<file path="src/rtl/epp_bram_reader.sv">
// EPP data-read responder: serves acquisition BRAM bytes to the host,
// one byte per EPP read strobe, with a fill-bounded auto-increment pointer.
module epp_bram_reader #(
    parameter int          ADDR_W      = 12,
    parameter int          SYNC_STAGES = 2,
    parameter logic [7:0]  EMPTY_BYTE  = 8'hFF
) (
    input  logic              clk,
    input  logic              rstN,
    input  logic              dataStb,
    input  logic              eppWrite,
    output logic              eppWait,
    output logic [7:0]        dataOut,
    output logic              dataOe,
    output logic [ADDR_W-1:0] busBramAddr,
    input  logic [7:0]        busBramIn,
    input  logic [ADDR_W:0]   wrCount,
    input  logic              rdRewind,
    output logic [ADDR_W:0]   rdCount,
    output logic              underflow,
    output logic              busy
);

    typedef enum logic [1:0] {
        IDLE,
        FETCH,
        PRESENT,
        RELEASE
    } state_t;

    localparam logic [ADDR_W:0] DEPTH = {1'b1, {ADDR_W{1'b0}}};

    logic [SYNC_STAGES-1:0] stb_q;
    logic [SYNC_STAGES-1:0] wr_q;
    logic [SYNC_STAGES-1:0] vld_q;
    logic                   stb_prev_q;
    logic                   armed_q;
    logic                   stb_s;
    logic                   wr_s;
    logic                   stb_fall;

    state_t          state_q, state_d;
    logic [ADDR_W:0] rd_cnt_q, rd_cnt_d;
    logic            uf_q, uf_d;
    logic [7:0]      dout_q, dout_d;
    logic            noadv_q, noadv_d;
    logic            empty;

    assign stb_s = stb_q[SYNC_STAGES-1];
    assign wr_s  = wr_q[SYNC_STAGES-1];

    // Only arm after a genuinely sampled high, so a strobe held low
    // across reset cannot masquerade as a fresh falling edge.
    assign stb_fall = armed_q & stb_prev_q & ~stb_s;

    always_ff @(posedge clk or negedge rstN) begin
        if (!rstN) begin
            stb_q      <= '1;
            wr_q       <= '1;
            vld_q      <= '0;
            stb_prev_q <= 1'b1;
            armed_q    <= 1'b0;
        end else begin
            stb_q      <= {stb_q[SYNC_STAGES-2:0], dataStb};
            wr_q       <= {wr_q[SYNC_STAGES-2:0], eppWrite};
            vld_q      <= {vld_q[SYNC_STAGES-2:0], 1'b1};
            stb_prev_q <= stb_s;
            armed_q    <= armed_q | (vld_q[SYNC_STAGES-1] & stb_s);
        end
    end

    always_ff @(posedge clk or negedge rstN) begin
        if (!rstN) begin
            state_q  <= IDLE;
            rd_cnt_q <= '0;
            uf_q     <= 1'b0;
            dout_q   <= 8'h00;
            noadv_q  <= 1'b0;
        end else begin
            state_q  <= state_d;
            rd_cnt_q <= rd_cnt_d;
            uf_q     <= uf_d;
            dout_q   <= dout_d;
            noadv_q  <= noadv_d;
        end
    end

    assign empty = (rd_cnt_q >= wrCount);

    always_comb begin
        state_d  = state_q;
        rd_cnt_d = rd_cnt_q;
        uf_d     = uf_q;
        dout_d   = dout_q;
        noadv_d  = noadv_q;
        unique case (state_q)
            IDLE: begin
                if (stb_fall && wr_s) begin
                    state_d = FETCH;
                end
            end
            FETCH: begin
                state_d = PRESENT;
                if (empty) begin
                    dout_d  = EMPTY_BYTE;
                    uf_d    = 1'b1;
                    noadv_d = 1'b1;
                end else begin
                    dout_d  = busBramIn;
                    noadv_d = 1'b0;
                end
            end
            PRESENT: begin
                if (stb_s) begin
                    state_d = RELEASE;
                end
            end
            RELEASE: begin
                state_d = IDLE;
                if (!noadv_q && rd_cnt_q != DEPTH) begin
                    rd_cnt_d = rd_cnt_q + 1'b1;
                end
            end
            default: state_d = IDLE;
        endcase
        // A rewind wins over the pending increment of the in-flight byte.
        if (rdRewind) begin
            rd_cnt_d = '0;
            uf_d     = 1'b0;
            if (state_q == FETCH || state_q == PRESENT) begin
                noadv_d = 1'b1;
            end
        end
    end

    assign eppWait     = (state_q == PRESENT);
    assign dataOe      = (state_q == PRESENT);
    assign busy        = (state_q != IDLE);
    assign dataOut     = dout_q;
    assign rdCount     = rd_cnt_q;
    assign underflow   = uf_q;
    assign busBramAddr = rd_cnt_q[ADDR_W-1:0];

endmodule
</file>
<file path="config.mk">
export PLATFORM = sky130hd
export DESIGN_NAME = epp_bram_reader
export DESIGN_NICKNAME = d
export VERILOG_FILES = /design/src/rtl/epp_bram_reader.sv
export SDC_FILE = /design/constraint.sdc
export NUM_CORES = 1
export LEC_CHECK = 0
export BUFFER_PORTS_ARGS = -buffer_cell sky130_fd_sc_hd__buf_2
export CAP_MARGIN = 20
export CELL_PAD_IN_SITES_DETAIL_PLACEMENT = 0
export CELL_PAD_IN_SITES_GLOBAL_PLACEMENT = 2
export CORE_UTILIZATION = 23
export CTS_CLUSTER_DIAMETER = 50
export DETAILED_ROUTE_END_ITERATION = 8
export HOLD_SLACK_MARGIN = 0.02
export PLACE_DENSITY_LB_ADDON = 0.1
export SETUP_SLACK_MARGIN = 0.02
export SLEW_MARGIN = 10
export SYNTH_ARGS = -nofsm -noshare
export SYNTH_HDL_FRONTEND = slang
export SYNTH_SLANG_ARGS = --single-unit
export TNS_END_PERCENT = 10
</file>
<file path="constraint.sdc">
create_clock -name clk -period 1.8 [get_ports clk]
set_clock_uncertainty 0.15 [all_clocks]
set_input_delay 0.09 -clock clk [delete_from_list [all_inputs] [get_ports clk]]
set_output_delay 0.09 -clock clk [all_outputs]
set_load 0.1 [all_outputs]
</file>
==> flow_summary.toml, run 1 <==
[outcome]
status = "finished, violations left"
violations = "setup timing"

[sta]
final.setup.worst_slack_ns = -0.173
final.setup.tns_ns = -2.28
worst_slew_pin_slew_ns = 0.532
fmax_ghz = 0.507
finalCritPeriodShare = 1.10
fin_worst_hold_slack_ns = 0.0512
slew_headroom = 0.645
hold_violations = 0
finalSetupViolCount = 18
maxSlewViolCount = 0
final.min_clock_period_ns = 1.97
rsz0062_at_grt = "true"

[synthesis]
synth_area_per_cell_sq_um = 9.60
synth_top_area_cell = "dfrtp_1"
synth_async_sr_flop_share = 1.00
synthTopCellsByArea = "dfrtp_1 36%, ha_1 13%, dfstp_2 6.7%, inv_1 5.6%, buf_4 5.0%"
synth_common_cells = "29 x inv_1, 28 x dfrtp_1, 20 x ha_1"
synth_top_flop_cell = "dfrtp_1"
synth-edff-count = 0
ys_ff_latch = 33
synth.yosys.seq_area_share = 0.425
syn_inst = 204
netlist_area_sq_mm = 0.00196
synth_most_common_cell = "inv_1"
yosysWarnings = 0
yosysTopAreaCellShare = 0.358
syn-num-nets = 250
post_synth_num_cell_types = 43

[setup_path]
reg2reg_from = "rdCount[0]$_DFFE_PN0P_"
rrSetupSlack_ns = -0.17
worstPathCellList = "inv_4, ha_4, nor4b_4, a31o_4, buf_12, or4_4, a21oi_2"
critPathArrivalTime_ns = 2.03
slowest_delay_ns = 0.46
cp_top_family = "simple AND/OR/NAND/NOR gates"
cp_num_buf_inv = 2
reg2reg_depth = 7
cp_max_fo = 5
cp_data_required_time_ns = 1.86
start_kind = "flop"
critPathCaptureType = "flop"
worstSetupPathDepth = 7
cp-endpoint = "rdCount[10]$_DFFE_PN0P_"
crit_start = "rdCount[0]$_DFFE_PN0P_"
r2r-end = "rdCount[10]$_DFFE_PN0P_"
critPathKind = "flop to flop"
critical_path.slowest_cell = "dfrtp_4"

[global_routing]
grt_pass1_wl_microns = 9450
first_global_vias = 1942
grt_start_max_net_pins = 22
grt_overflow = 0
grt_usage = 0.141
antenna_found_initial = 0

[floorplanning]
dieArea_sq_mm = 0.00889
dieWidth_microns = 94.3
die_h_microns = 94.3
ios = 63
core_sq_mm = 0.00822
initial_core_util = 0.238
row_count = 33

[clocking]
htreeDepth = 2
worstSkewPairLatency_ns = 0.28
clock_path_buffers = 2
root_buffer = "clkbuf_8"
cts_tree = "built"
cts_buffers = 5
clkTransAtPathRegs_ns = 0.08
cts_sinks = 33

[drt]
vias = 1815
wl_per_cell_microns = 13.6
dr.first_iter.drc_count = 41
firstDrtPassIters = 3
ant_nets = 0
drc = 0
totalWireLength_microns = 5700
viasPerCell = 4.32

[finish]
diodes = 0
nets = 360
post-route-util = 0.408
final_layout_size_suffix_gt1_frac = 0.556
syn_to_final_growth_pct = 71.1

[placed_design]
dpl.hpwl_microns = 4110
routabilityCongestion = 0.719
portBuffers = 62
place_worst_setup_slack_ns = -0.269

[job]
max_cap_viol_count = 0

[min_path]
min_path_type = "primary input to flop"

[pwr]
vdd.ir_drop.worst_mv = 0.852
power_density_mw_per_mm2 = 1150
p_leak_nw = 1.56
p_total_w = 0.00387
==> layer usage <==
| metal | track usage | wire, microns |
|---|---|---|
| met1 | 0.180 | 2680 |
| met4 | 0.0385 | 51 |
| met2 | 0.241 | 2740 |
| met5 | 0 | 0 |
| met3 | 0.0283 | 233 |
==> stage by stage <==
stage	area, sq um	std cells
finish	3350	420
global route	3350	420
CTS	3320	419
detailed placement	2780	393
global placement	2780	393
floorplan	2100	204
==> flip-flops by register name, summed over array words and instances, names as in the netlist <==
| name | count |
|---|---|
| noadv_q | 1 |
| stb_q | 2 |
| stb_prev_q | 1 |
| vld_q | 2 |
| wr_q | 2 |
| dataOut | 8 |
| rdCount | 13 |
| state_q | 2 |
| underflow | 1 |
| armed_q | 1 |
==> where the power goes <==
| group | internal, W | switching, W |
|---|---|---|
| Sequential | 0.000895 | 0.0000905 |
| Combinational | 0.000626 | 0.00153 |
| Clock | 0.000415 | 0.000305 |
==> how the worst min path moves through the flow <==
stage          startpoint                      to  cells past startpoint
6_report         rdRewind  rdCount[0]$_DFFE_PN0P_                      2
5_1_grt          rdRewind  rdCount[0]$_DFFE_PN0P_                      2
4_1_cts          rdRewind  rdCount[3]$_DFFE_PN0P_                      2
3_5_place_dp         rstN  rdCount[0]$_DFFE_PN0P_                      1
3_3_place_gp         rstN  rdCount[0]$_DFFE_PN0P_                      1
2_1_floorplan        rstN       armed_q$_DFF_PN0_                      0
==> cells in the final DEF, fill, tap and decap left out, types with 2 or more instances in the layout <==
cell type / n
buf_2: 59
buf_4: 38
inv_1: 27
nor2_1: 19
dfrtp_1: 15
ha_1: 12
dlygate4sd3_1: 11
dfrtp_4: 10
nand2_1: 8
a41oi_2: 8
ha_4: 8
a21oi_1: 7
buf_12: 7
a21oi_2: 5
clkbuf_8: 5
dfstp_2: 5
nand3_1: 4
nand4_1: 4
o21ai_0: 4
xor2_1: 4
buf_6: 4
dfrtp_2: 3
inv_4: 2
o21ai_2: 2
nand2_4: 2
nor4b_4: 2
xnor2_1: 2
a211oi_1: 2
and4_1: 2
o31ai_1: 2
or3_1: 2
==> cells by family (layout without fill, tap and decap cells) <==
kind of cell             Yosys count  in the layout  synth area share
multiplexers                       1              1           0.00511
adder cells (fa/ha/maj)           20             20             0.128
other                              1              1           0.00192
flip-flops                        33             33             0.425
AND/OR/NAND/NOR                   57             57             0.153
buffers and inverters             46            157             0.117
AO/OA/AOI/OAI                     40             40             0.144
XOR/XNOR                           6              6            0.0268
==> what timing repair did <==
item / 4_1_cts / 5_1_grt
gates cloned: 1 / 0
hold endpoints to repair: 29 / 0
pin swaps: 19 / 7
endpoints found under the setup margin: 20 / 20
hold buffers: 11 / 0
resized for setup: 41 / 2
setup buffers: 6 / 1
==> area by class of cell <==
cell class / count / area [sq um]
flip-flops and latches: 33 / 873
well taps: 105 / 131
clock inverters: 3 / 46.3
repair buffers: 120 / 903
fillers: 837 / 4870
clock buffers: 5 / 68.8
inverters: 29 / 114
multi-input cells: 125 / 1210
(Power assumes the default switching activity.)
==> inputs of run 2 (changes only) <==
--- a/config.mk
+++ b/config.mk
@@ -9,7 +9,7 @@
 export CAP_MARGIN = 20
 export CELL_PAD_IN_SITES_DETAIL_PLACEMENT = 0
 export CELL_PAD_IN_SITES_GLOBAL_PLACEMENT = 2
-export CORE_UTILIZATION = 23
+export CORE_UTILIZATION = 27
 export CTS_CLUSTER_DIAMETER = 50
 export DETAILED_ROUTE_END_ITERATION = 8
 export HOLD_SLACK_MARGIN = 0.02
==> constraint.sdc (replaced) <==
create_clock -name clk -period 1.8 [get_ports clk]
set_clock_uncertainty 0.15 [all_clocks]
set_input_delay 0.09 -clock clk [delete_from_list [all_inputs] [get_ports clk]]
set_output_delay 0.09 -clock clk [all_outputs]
set_load 0.005 [all_outputs]
==> flow_summary.toml, run 2 (synthesis results as in run 1) <==
[setup_path]
cp_data_required_time_ns = 1.85
slowest_delay_ns = 0.44
critPathKind = "flop to flop"
cp_max_fo = 8
start_kind = "flop"
critPathArrivalTime_ns = 1.96
critPathCaptureType = "flop"
reg2reg_depth = 5
r2r-end = "dataOut[7]$_DFFE_PN0P_"
rrSetupSlack_ns = -0.10
critical_path.slowest_cell = "dfrtp_2"
crit_start = "rdCount[12]$_DFFE_PN0P_"
cp-endpoint = "dataOut[7]$_DFFE_PN0P_"
worstPathCellList = "ha_4, nand4_1, a2111oi_4, nand2_4, a41oi_2"
reg2reg_from = "rdCount[12]$_DFFE_PN0P_"

[global_routing]
grt_overflow = 0
first_global_vias = 1742
antenna_found_initial = 0
grt_pass1_wl_microns = 8640
grt_start_max_net_pins = 20
grt_usage = 0.149

[floorplanning]
dieWidth_microns = 87.2
ios = 63
core_sq_mm = 0.00691
die_h_microns = 87.2
initial_core_util = 0.284
row_count = 30
dieArea_sq_mm = 0.00760

[drt]
firstDrtPassIters = 4
drc = 0
viasPerCell = 4.48
wl_per_cell_microns = 13.1
dr.first_iter.drc_count = 51
vias = 1808
totalWireLength_microns = 5300
ant_nets = 0

[clocking]
root_buffer = "clkbuf_8"
worstSkewPairLatency_ns = 0.28
clock_path_buffers = 2
htreeDepth = 2
cts_tree = "built"
clkTransAtPathRegs_ns = 0.07
cts_sinks = 33
cts_buffers = 5

[pwr]
vdd.ir_drop.worst_mv = 0.527
p_leak_nw = 1.49
power_density_mw_per_mm2 = 912

[sta]
hold_violations = 0
finalSetupViolCount = 13
rsz0062_at_grt = "true"
finalCritPeriodShare = 1.06
fin_worst_hold_slack_ns = 0.0491
final.min_clock_period_ns = 1.90
maxSlewViolCount = 0
final.setup.tns_ns = -1.01
fmax_ghz = 0.526
final.setup.worst_slack_ns = -0.102

[finish]
final_cell_mix = "62 x buf_2, 37 x buf_4, 28 x inv_1"
final_layout_size_suffix_gt1_frac = 0.477
syn_to_final_growth_pct = 54.1
diodes = 0
final_cells = 404
nets = 353
fin_area_sq_mm = 0.00302
final_common_cell = "buf_2"
largest_reg_flops = 13

[min_path]
min_path_type = "primary input to flop"

[placed_design]
dpl.hpwl_microns = 3880
portBuffers = 62
routabilityCongestion = 0.693
placed_area_sq_mm = 0.00261
dp.cells = 383

[outcome]
violations = "setup timing"
status = "finished, violations left"

[job]
max_cap_viol_count = 0
==> run 2: changes by cell type in the layout (fill, tap and decap cells not counted), moves of 2 or more <==
cell	previous run	this run
buf_12	7	0
buf_2	59	62
dfrtp_1	15	24
dfrtp_4	10	0
ha_1	12	16
ha_4	8	3
inv_4	2	0
o21ai_0	4	6
==> run 2: metal layers <==
metal,GRT usage,vias to the layer above,part of all wire
met1,0.196,858,0.48
met3,0.0284,5,0.026
li1,-,905,-
met5,0,-,0
met2,0.254,40,0.49
met4,0.0358,0,0.0079
==> run 2: area by class of cell <==
| class | instances | area, sq um |
|---|---|---|
| clock inverters | 2 | 37.5 |
| flip-flops and latches | 33 | 837 |
| fillers | 722 | 3890 |
| repair buffers | 113 | 732 |
| multi-input cells | 125 | 1100 |
| well taps | 96 | 120 |
| clock buffers | 6 | 82.6 |
| inverters | 29 | 109 |
==> run 2: worst min path at each step <==
stage                        start                 endpoint  cells past startpoint
after global routing      rdRewind  rdCount[11]$_DFFE_PN0P_                      2
final                     rdRewind   rdCount[1]$_DFFE_PN0P_                      2
after floorplan               rstN        armed_q$_DFF_PN0_                      0
after detailed placement      rstN   rdCount[1]$_DFFE_PN0P_                      1
after global placement        rstN   rdCount[1]$_DFFE_PN0P_                      1
after CTS                 rdRewind   rdCount[0]$_DFFE_PN0P_                      2
==> run 2: stage by stage <==
step / total power [W] / setup WS (ns) / utilization
after detailed placement: 0.00191 / -0.174 / 0.377
final: 0.00275 / -0.102 / 0.437
after global placement: 0.00191 / -0.125 / 0.377
after floorplan: 0.00151 / -0.0792 / -
after CTS: 0.00270 / -0.129 / 0.417
after global routing: 0.00294 / -0.224 / 0.437
==> run 2: power by group <==
part	switching, W	internal [W]	leakage, nW
Combinational	0.000526	0.000529	1.04
Sequential	0.0000722	0.000889	0.395
Clock	0.000286	0.000450	0.0574
Total	0.000884	0.00187	1.49
==> run 2: worst max-delay path, delay by kind of cell, from the launching register on <==
kind,cells,cell delay (ns)
AO/OA/AOI/OAI,2,0.61
AND/OR/NAND/NOR,2,0.33
adder cells (fa/ha/maj),1,0.29
flip-flops,1,0.44
==> run 2: what timing repair did <==
item / 4_1_cts / 5_1_grt
hold buffers: 11 / 0
resized for setup: 8 / 20
setup buffers: 0 / 2
endpoints found under the hold margin: 27 / 0
pin swaps: 4 / 16
endpoints found under the setup margin: 19 / 19
==> inputs of run 3 (changes only) <==
--- a/config.mk
+++ b/config.mk
@@ -5,7 +5,7 @@
 export SDC_FILE = /design/constraint.sdc
 export NUM_CORES = 1
 export LEC_CHECK = 0
-export BUFFER_PORTS_ARGS = -buffer_cell sky130_fd_sc_hd__buf_2
+export BUFFER_PORTS_ARGS = -buffer_cell sky130_fd_sc_hd__clkbuf_2
 export CAP_MARGIN = 20
 export CELL_PAD_IN_SITES_DETAIL_PLACEMENT = 0
 export CELL_PAD_IN_SITES_GLOBAL_PLACEMENT = 2
@@ -14,6 +14,7 @@
 export DETAILED_ROUTE_END_ITERATION = 8
 export HOLD_SLACK_MARGIN = 0.02
 export PLACE_DENSITY_LB_ADDON = 0.1
+export REMOVE_ABC_BUFFERS = 1
 export SETUP_SLACK_MARGIN = 0.02
 export SLEW_MARGIN = 10
 export SYNTH_ARGS = -nofsm -noshare
==> flow_summary.toml, run 3 (synthesis results as in run 1) <==
[finish]
final_cells = 402
syn_to_final_growth_pct = 53.0
fillers = 715
final_cell_mix = "62 x clkbuf_2, 34 x buf_4, 28 x inv_1"
final_common_cell = "clkbuf_2"
nets = 351
diodes = 0
final_layout_size_suffix_gt1_frac = 0.467
largest_reg_flops = 13

[setup_path]
cp_data_required_time_ns = 1.80
worstPathCellList = "ha_4, buf_6, and4_1, a221oi_2, buf_4, a41oi_1"
start_kind = "flop"
reg2reg_depth = 6
reg2reg_from = "rdCount[12]$_DFFE_PN0P_"
critical_path.slowest_cell = "dfrtp_1"
cp_top_family = "compound AO/OA/AOI/OAI gates"
crit_start = "rdCount[12]$_DFFE_PN0P_"
critPathCaptureType = "flop"
worstSetupPathDepth = 6
slowest_delay_ns = 0.42
critPathKind = "flop to flop"
cp_num_buf_inv = 2
cp_max_fo = 5
critPathArrivalTime_ns = 1.93

[sta]
final.min_clock_period_ns = 1.93
rsz0062_at_grt = "true"
fmax_ghz = 0.518
final.setup.tns_ns = -1.41
finalCritPeriodShare = 1.07
finalSetupViolCount = 16
final.setup.worst_slack_ns = -0.129
fin_worst_hold_slack_ns = 0.207
hold_violations = 0
maxSlewViolCount = 0

[floorplanning]
die_h_microns = 87.2
dieArea_sq_mm = 0.00760
ios = 63
dieWidth_microns = 87.2
initial_core_util = 0.284
row_count = 30
core_sq_mm = 0.00691

[placed_design]
dpl.hpwl_microns = 3880
routabilityCongestion = 0.780
portBuffers = 62
dp.cells = 377

[pwr]
power_density_mw_per_mm2 = 899
p_leak_nw = 1.46
vdd.ir_drop.worst_mv = 0.540

[clocking]
cts_tree = "built"
clock_path_buffers = 2
root_buffer = "clkbuf_8"
cts_buffers = 5
worstSkewPairLatency_ns = 0.28
clkTransAtPathRegs_ns = 0.07
cts_sinks = 33
htreeDepth = 2

[drt]
firstDrtPassIters = 4
wl_per_cell_microns = 13.4
vias = 1802
totalWireLength_microns = 5380
dr.first_iter.drc_count = 59
viasPerCell = 4.48
drc = 0
ant_nets = 0

[global_routing]
grt_usage = 0.155
antenna_found_initial = 0
grt_overflow = 0
grt_pass1_wl_microns = 8860
grt_start_max_net_pins = 34
first_global_vias = 1788

[outcome]
violations = "setup timing"
status = "finished, violations left"

[min_path]
min_from = "wr_q[0]$_DFF_PN1_"
min_path_type = "flop to flop"
min_delay_path_depth = 0

[job]
max_cap_viol_count = 0
-- run 3: area by class of cell --
class,count,area [sq um],area share
Inverter,29,109,0.0363
Sequential cell,33,837,0.279
Clock inverter,2,37.5,0.0125
Timing Repair Buffer,111,719,0.240
Multi-Input combinational cell,125,1090,0.364
Tap cell,96,120,0.0401
Clock buffer,6,82.6,0.0276
-- run 3: where the power goes --
part           total [W]  leakage [nW]  internal (W)  switching (W)
sequential      0.000962         0.395      0.000889      0.0000726
combinational   0.000997          1.01      0.000493       0.000504
clock           0.000733        0.0574      0.000450       0.000283
-- run 3: worst register-to-register path: stages, from the launching register on --
cell and delay, ns:
dfrtp_1 0.42, ha_4 0.23, buf_6 0.11, and4_1 0.20, a221oi_2 0.35, buf_4 0.22
a41oi_1 0.11
-- run 3: worst paths after layout --
check	end	slack, ns
max reg2reg	dataOut[3]$_DFFE_PN0P_	-0.13
min in group asynchronous	rdCount[10]$_DFFE_PN0P_	0.23
min reg2reg	wr_q[1]$_DFF_PN1_	0.21
max in group asynchronous	stb_q[0]$_DFF_PN1_	0.92
max	dataOut[3]$_DFFE_PN0P_	-0.13
min	wr_q[1]$_DFF_PN1_	0.21
-- run 3: through the flow --
step	total power [W]	setup WS [ns]	instance area (sq um)	util
2_1_floorplan	0.00145	-0.215	1840	-
3_3_place_gp	0.00185	-0.201	2510	0.363
3_5_place_dp	0.00185	-0.206	2510	0.363
4_1_cts	0.00271	-0.142	2930	0.424
5_1_grt	0.00292	-0.198	3000	0.434
6_report	0.00269	-0.129	3000	0.434
-- run 3: timing repair --
item | in CTS | in global routing
setup endpoints to repair | 19 | 19
setup buffers | 2 | 2
pin swaps | 14 | 6
hold buffers | 12 | 0
resized for setup | 28 | 12
endpoints found under the hold margin | 42 | 0
cloned | 1 | 0
-- run 3: per-layer routing --
metal | vias up | track usage | wire [microns]
met1 | 860 | 0.199 | 2480
met4 | 0 | 0.0417 | 63
met2 | 41 | 0.256 | 2650
met5 | - | 0 | 0
met3 | 6 | 0.0445 | 198
li1 | 895 | - | -
